[config.mk]
export PLATFORM = sky130hd
export DESIGN_NAME = hilo_pipe
export DESIGN_NICKNAME = d
export VERILOG_FILES = /design/src/rtl/hilo_pipe_pkg.sv /design/src/rtl/hilo_stage_reg.sv /design/src/rtl/hilo_pipe.sv
export SDC_FILE = /design/constraint.sdc
export NUM_CORES = 1
export LEC_CHECK = 0
export CORE_MARGIN = 5
export CORE_UTILIZATION = 47
export DETAILED_ROUTE_END_ITERATION = 8
export GPL_ROUTABILITY_DRIVEN = 0
export MAX_ROUTING_LAYER = met4
export PLACE_DENSITY = 0.85
export SYNTH_ARGS = -nofsm -noshare
export SYNTH_HDL_FRONTEND = slang
export SYNTH_SLANG_ARGS = --single-unit
[constraint.sdc]
create_clock -name clk -period 3.1 [get_ports clk]
set_clock_uncertainty 0.2 [all_clocks]
set_input_delay 0.62 -clock clk [delete_from_list [all_inputs] [get_ports clk]]
set_output_delay 0.62 -clock clk [all_outputs]
set_load 0.05 [all_outputs]
[src/rtl/hilo_pipe_pkg.sv]
// Shared widths and constants for the HI/LO write pipeline.
package hilo_pipe_pkg;

  localparam int REG_W = 32;

  typedef logic [REG_W-1:0] reg_bus_t;

  localparam reg_bus_t ZERO_WORD     = '0;
  localparam logic     RST_ENABLE    = 1'b1;
  localparam logic     WRITE_ENABLE  = 1'b1;
  localparam logic     WRITE_DISABLE = 1'b0;
  localparam logic     STOP          = 1'b1;

endpackage

[src/rtl/hilo_stage_reg.sv]
// One pipeline latch carrying a HI/LO write request (enable + two data words).
// Priority: rst > flush > bubble > hold > load. Cleared and bubble contents
// carry zero data so downstream forwarding taps never see stale words.
module hilo_stage_reg
  import hilo_pipe_pkg::*;
(
  input  logic     clk,
  input  logic     rst,
  input  logic     flush,
  input  logic     bubble,
  input  logic     hold,
  input  logic     wHiLo_i,
  input  reg_bus_t hi_i,
  input  reg_bus_t lo_i,
  output logic     wHiLo_o,
  output reg_bus_t hi_o,
  output reg_bus_t lo_o
);

  logic     wHiLo_q, wHiLo_d;
  reg_bus_t hi_q, hi_d;
  reg_bus_t lo_q, lo_d;

  // Next-state selection in priority order.
  always_comb begin
    wHiLo_d = wHiLo_i;
    hi_d    = hi_i;
    lo_d    = lo_i;
    if (flush || bubble) begin
      wHiLo_d = WRITE_DISABLE;
      hi_d    = ZERO_WORD;
      lo_d    = ZERO_WORD;
    end else if (hold) begin
      wHiLo_d = wHiLo_q;
      hi_d    = hi_q;
      lo_d    = lo_q;
    end
  end

  // Latch register with synchronous reset.
  always_ff @(posedge clk) begin
    if (rst == RST_ENABLE) begin
      wHiLo_q <= WRITE_DISABLE;
      hi_q    <= ZERO_WORD;
      lo_q    <= ZERO_WORD;
    end else begin
      wHiLo_q <= wHiLo_d;
      hi_q    <= hi_d;
      lo_q    <= lo_d;
    end
  end

  assign wHiLo_o = wHiLo_q;
  assign hi_o    = hi_q;
  assign lo_o    = lo_q;

endmodule

[src/rtl/hilo_pipe.sv]
// HI/LO write pipeline: EX/MEM latch, MEM/WB latch, then the architectural
// HI/LO register. Both latches are exposed as registered forwarding taps.
module hilo_pipe
  import hilo_pipe_pkg::*;
(
  input  logic     clk,
  input  logic     rst,
  input  logic     ex_wHiLo,
  input  reg_bus_t ex_hiData,
  input  reg_bus_t ex_loData,
  input  logic     ex_stall,
  input  logic     mem_stall,
  input  logic     flush,
  output logic     mem_wHiLo_o,
  output reg_bus_t mem_hiData_o,
  output reg_bus_t mem_loData_o,
  output logic     wb_wHiLo_o,
  output reg_bus_t wb_hiData_o,
  output reg_bus_t wb_loData_o,
  output reg_bus_t hiData_o,
  output reg_bus_t loData_o
);

  logic     ex_bubble, ex_hold;
  reg_bus_t hi_q, hi_d;
  reg_bus_t lo_q, lo_d;

  // EX stalled alone sends a bubble forward; both stalled freezes EX/MEM.
  // MEM/WB never holds: a MEM stall always inserts a bubble into WB.
  assign ex_bubble = (ex_stall == STOP) && (mem_stall != STOP);
  assign ex_hold   = (ex_stall == STOP) && (mem_stall == STOP);

  hilo_stage_reg u_ex_mem (
    .clk     (clk),
    .rst     (rst),
    .flush   (flush),
    .bubble  (ex_bubble),
    .hold    (ex_hold),
    .wHiLo_i (ex_wHiLo),
    .hi_i    (ex_hiData),
    .lo_i    (ex_loData),
    .wHiLo_o (mem_wHiLo_o),
    .hi_o    (mem_hiData_o),
    .lo_o    (mem_loData_o)
  );

  hilo_stage_reg u_mem_wb (
    .clk     (clk),
    .rst     (rst),
    .flush   (flush),
    .bubble  (mem_stall == STOP),
    .hold    (1'b0),
    .wHiLo_i (mem_wHiLo_o),
    .hi_i    (mem_hiData_o),
    .lo_i    (mem_loData_o),
    .wHiLo_o (wb_wHiLo_o),
    .hi_o    (wb_hiData_o),
    .lo_o    (wb_loData_o)
  );

  // A write sitting in WB commits regardless of stall or flush.
  always_comb begin
    hi_d = hi_q;
    lo_d = lo_q;
    if (wb_wHiLo_o == WRITE_ENABLE) begin
      hi_d = wb_hiData_o;
      lo_d = wb_loData_o;
    end
  end

  // Architectural HI/LO register; reset overrides any pending commit.
  always_ff @(posedge clk) begin
    if (rst == RST_ENABLE) begin
      hi_q <= ZERO_WORD;
      lo_q <= ZERO_WORD;
    end else begin
      hi_q <= hi_d;
      lo_q <= lo_d;
    end
  end

  assign hiData_o = hi_q;
  assign loData_o = lo_q;

endmodule

==> impl_metrics.env <==
export IMPL_outcome="complete, no violations"
export IMPL_synth_seq_cells=194
export IMPL_crit_slowest_cell="clkdlybuf4s50_1"
export IMPL_antenna_cells=0
export IMPL_cp_start_kind="register"
export IMPL_hold_violations=0
export IMPL_cp_max_fo=3
export IMPL_end_kind="output pin"
export IMPL_drc=0
export IMPL_fillers=1070
export IMPL_r2r_start="u_mem_wb.wHiLo_o"
export IMPL_min_period_ps=2453
export IMPL_path_buf_inv=1
export IMPL_worstSetupPathType="reg2out"
export IMPL_setup_tns_ps=0
export IMPL_start_util_pct=48.26
export IMPL_cts_sinks=194
export IMPL_hold_path_class="reg2reg"
export IMPL_htreeDepth=4
export IMPL_antenna_found_initial=0
export IMPL_root_buffer="clkbuf_16"
export IMPL_cp_data_required_time_ps=2280
export IMPL_clk_pin_slew_worst_paths_ps=60
export IMPL_cts_hold_buffers=0
export IMPL_track_usage_pct=21.92
export IMPL_nets=945
export IMPL_drt_wl_total_mm=18.22
export IMPL_maxCapViolations=0
export IMPL_synth_seq_area_share_pct=57.53
export IMPL_cp_depth=1
export IMPL_endpoint="mem_hiData_o[19]"
export IMPL_dp_cells=1036
export IMPL_rsz0062_at_grt="false"
export IMPL_dr_pass1_iters=4
export IMPL_final_cell_mix="260 x clkdlybuf4s50_1, 193 x dfxtp_1, 65 x nand2b_1, 65 x nand3_1, 65 x and2_1"
export IMPL_syn_area_per_cell_um2=10.66
export IMPL_arrival_ps=1630
export IMPL_timing_rr_end="loData_o[31]"
export IMPL_viasPerCell=4.915
export IMPL_numPortBuffers=263
export IMPL_cellPowerDensity_mw_per_mm2=499.2
export IMPL_io_pins=264
export IMPL_ys_warn_count=0
export IMPL_cts_setup_buffers=0
export IMPL_drt_iter0_markers=258
export IMPL_layout_commonest_cell="clkdlybuf4s50_1"
export IMPL_cp_top_family="buffers and inverters"
export IMPL_ff2ff_path_depth=4
export IMPL_whs_ps=276.3
export IMPL_row_count=43
export IMPL_core_mm2=0.01399
export IMPL_synth_fp_nets=703
export IMPL_fmax_mhz=407.6
export IMPL_drtAntennaViolNets=0
export IMPL_finalCoreUtilization_pct=70.95
export IMPL_cts_inserted_buffers=17
export IMPL_dpl_hpwl_mm=13.13
export IMPL_ir_drop_uv=340.2
export IMPL_die_h_um=129.8
export IMPL_ys_types=15
export IMPL_finalCritPeriodShare_pct=79.13
export IMPL_setup_viol=0
export IMPL_cpPeakStageDelay_ps=870
export IMPL_p_leak_uw=0.003441
export IMPL_grt_pass1_wl_mm=27.63
export IMPL_grt_max_degree=71
export IMPL_grt_pass1_vias=5042
export IMPL_slew_violations=0
export IMPL_relSlewSlack_pct=54.78
export IMPL_drive_gt1_share_pct=10.48
export IMPL_crit_chain="clkdlybuf4s50_1"
export IMPL_cp_startpoint="u_ex_mem.hi_o[19]"
export IMPL_wl_per_cell_um=17.07
export IMPL_hold_start="u_ex_mem.lo_o[31]"
export IMPL_postCtsResizedCells=0
export IMPL_clock_path_buffers=2
export IMPL_fin_cells=1067
export IMPL_cts_tree="yes"
export IMPL_worst_slew_pin_slew_ps=678.3
export IMPL_clkLatencyLatePin_ps=420
export IMPL_overflow=0
export IMPL_die_area_mm2=0.01686
export IMPL_vias=5244
export IMPL_synthesis_area_mm2=0.006750
export IMPL_syn_to_final_growth_pct=47.03
export IMPL_synth_cells=633
export IMPL_r2r_setup_slack_ps=990
export IMPL_fp_dieW_um=129.8
-- cell usage after synthesis --
cell type / instances / share of area [%]
buf_2: 23 / 1.7
buf_6: 12 / 2.0
a21oi_2: 50 / 6.5
clkbuf_1: 9 / 0.50
mux2i_1: 64 / 9.5
or2_1: 1 / 0.093
dfxtp_1: 194 / 58
and2_1: 65 / 6.0
a21oi_1: 15 / 1.1
nand2b_1: 65 / 6.0
nor3_2: 1 / 0.15
buf_1: 1 / 0.056
buf_4: 4 / 0.44
nor2_1: 64 / 3.6
nand3_1: 65 / 4.8
-- worst min-delay path by stage --
stage / depth (start not counted) / endpoint
2_1_floorplan: 2 / u_ex_mem.hi_o[0]
5_1_grt: 1 / u_mem_wb.lo_o[6]
3_5_place_dp: 1 / u_mem_wb.hi_o[1]
6_report: 2 / u_ex_mem.lo_o[31]
3_3_place_gp: 1 / u_mem_wb.hi_o[31]
4_1_cts: 2 / u_ex_mem.lo_o[31]
-- stage by stage --
step / cell area, um^2 / power [uW] / setup slack [ps]
3_3_place_gp: 9383 / 3009 / 878.0
3_5_place_dp: 9383 / 3014 / 821.5
6_report: 9925 / 4955 / 646.9
5_1_grt: 9925 / 5138 / 569.6
4_1_cts: 9925 / 5005 / 623.8
2_1_floorplan: 6750 / 2839 / 1489
-- power breakdown --
group,internal [uW],switching (uW),total [uW],leakage [uW]
Clock,1110,886,2000,0.000264
Sequential,2520,20.9,2540,0.00157
Combinational,171,243,415,0.00161
Total,3800,1150,4950,0.00344
-- final cells by class --
| class | count | area, um^2 | share of cell area (%) |
|---|---|---|---|
| clock buffers | 23 | 489.2 | 4.929 |
| clock inverters | 8 | 52.55 | 0.5295 |
| multi-input cells | 390 | 2557 | 25.77 |
| flip-flops and latches | 194 | 3887 | 39.17 |
| well taps | 180 | 225.2 | 2.269 |
| repair buffers | 272 | 2713 | 27.33 |
-- logic make-up (layout without fill, tap and decap cells) --
family / Yosys count / in the layout / share of synthesized area (%)
multiplexers: 64 / 64 / 9.490
flip-flops: 194 / 194 / 57.53
AND/OR/NAND/NOR: 261 / 261 / 20.67
buffers and inverters: 49 / 303 / 4.708
AO/OA/AOI/OAI: 65 / 65 / 7.600
-- flip-flops by register name, summed over array words and instances (netlist names) --
signal and flops:
hiData_o 32, loData_o 32, u_ex_mem.hi_o 32, u_ex_mem.lo_o 32, u_ex_mem.wHiLo_o 1, u_mem_wb.hi_o 32, u_mem_wb.lo_o 32, u_mem_wb.wHiLo_o 1
-- layer usage --
layer | wire length (um) | track usage, % | part of all wire, % | vias up
li1 | - | - | - | 2561
met2 | 9316 | 36.21 | 51 | 170
met1 | 7307 | 25.67 | 40 | 2471
met3 | 937 | 4.789 | 5.1 | 42
met5 | 0 | - | 0 | -
met4 | 652 | 9.841 | 3.6 | 0
Note: power is estimated with default switching activity, not from simulation.
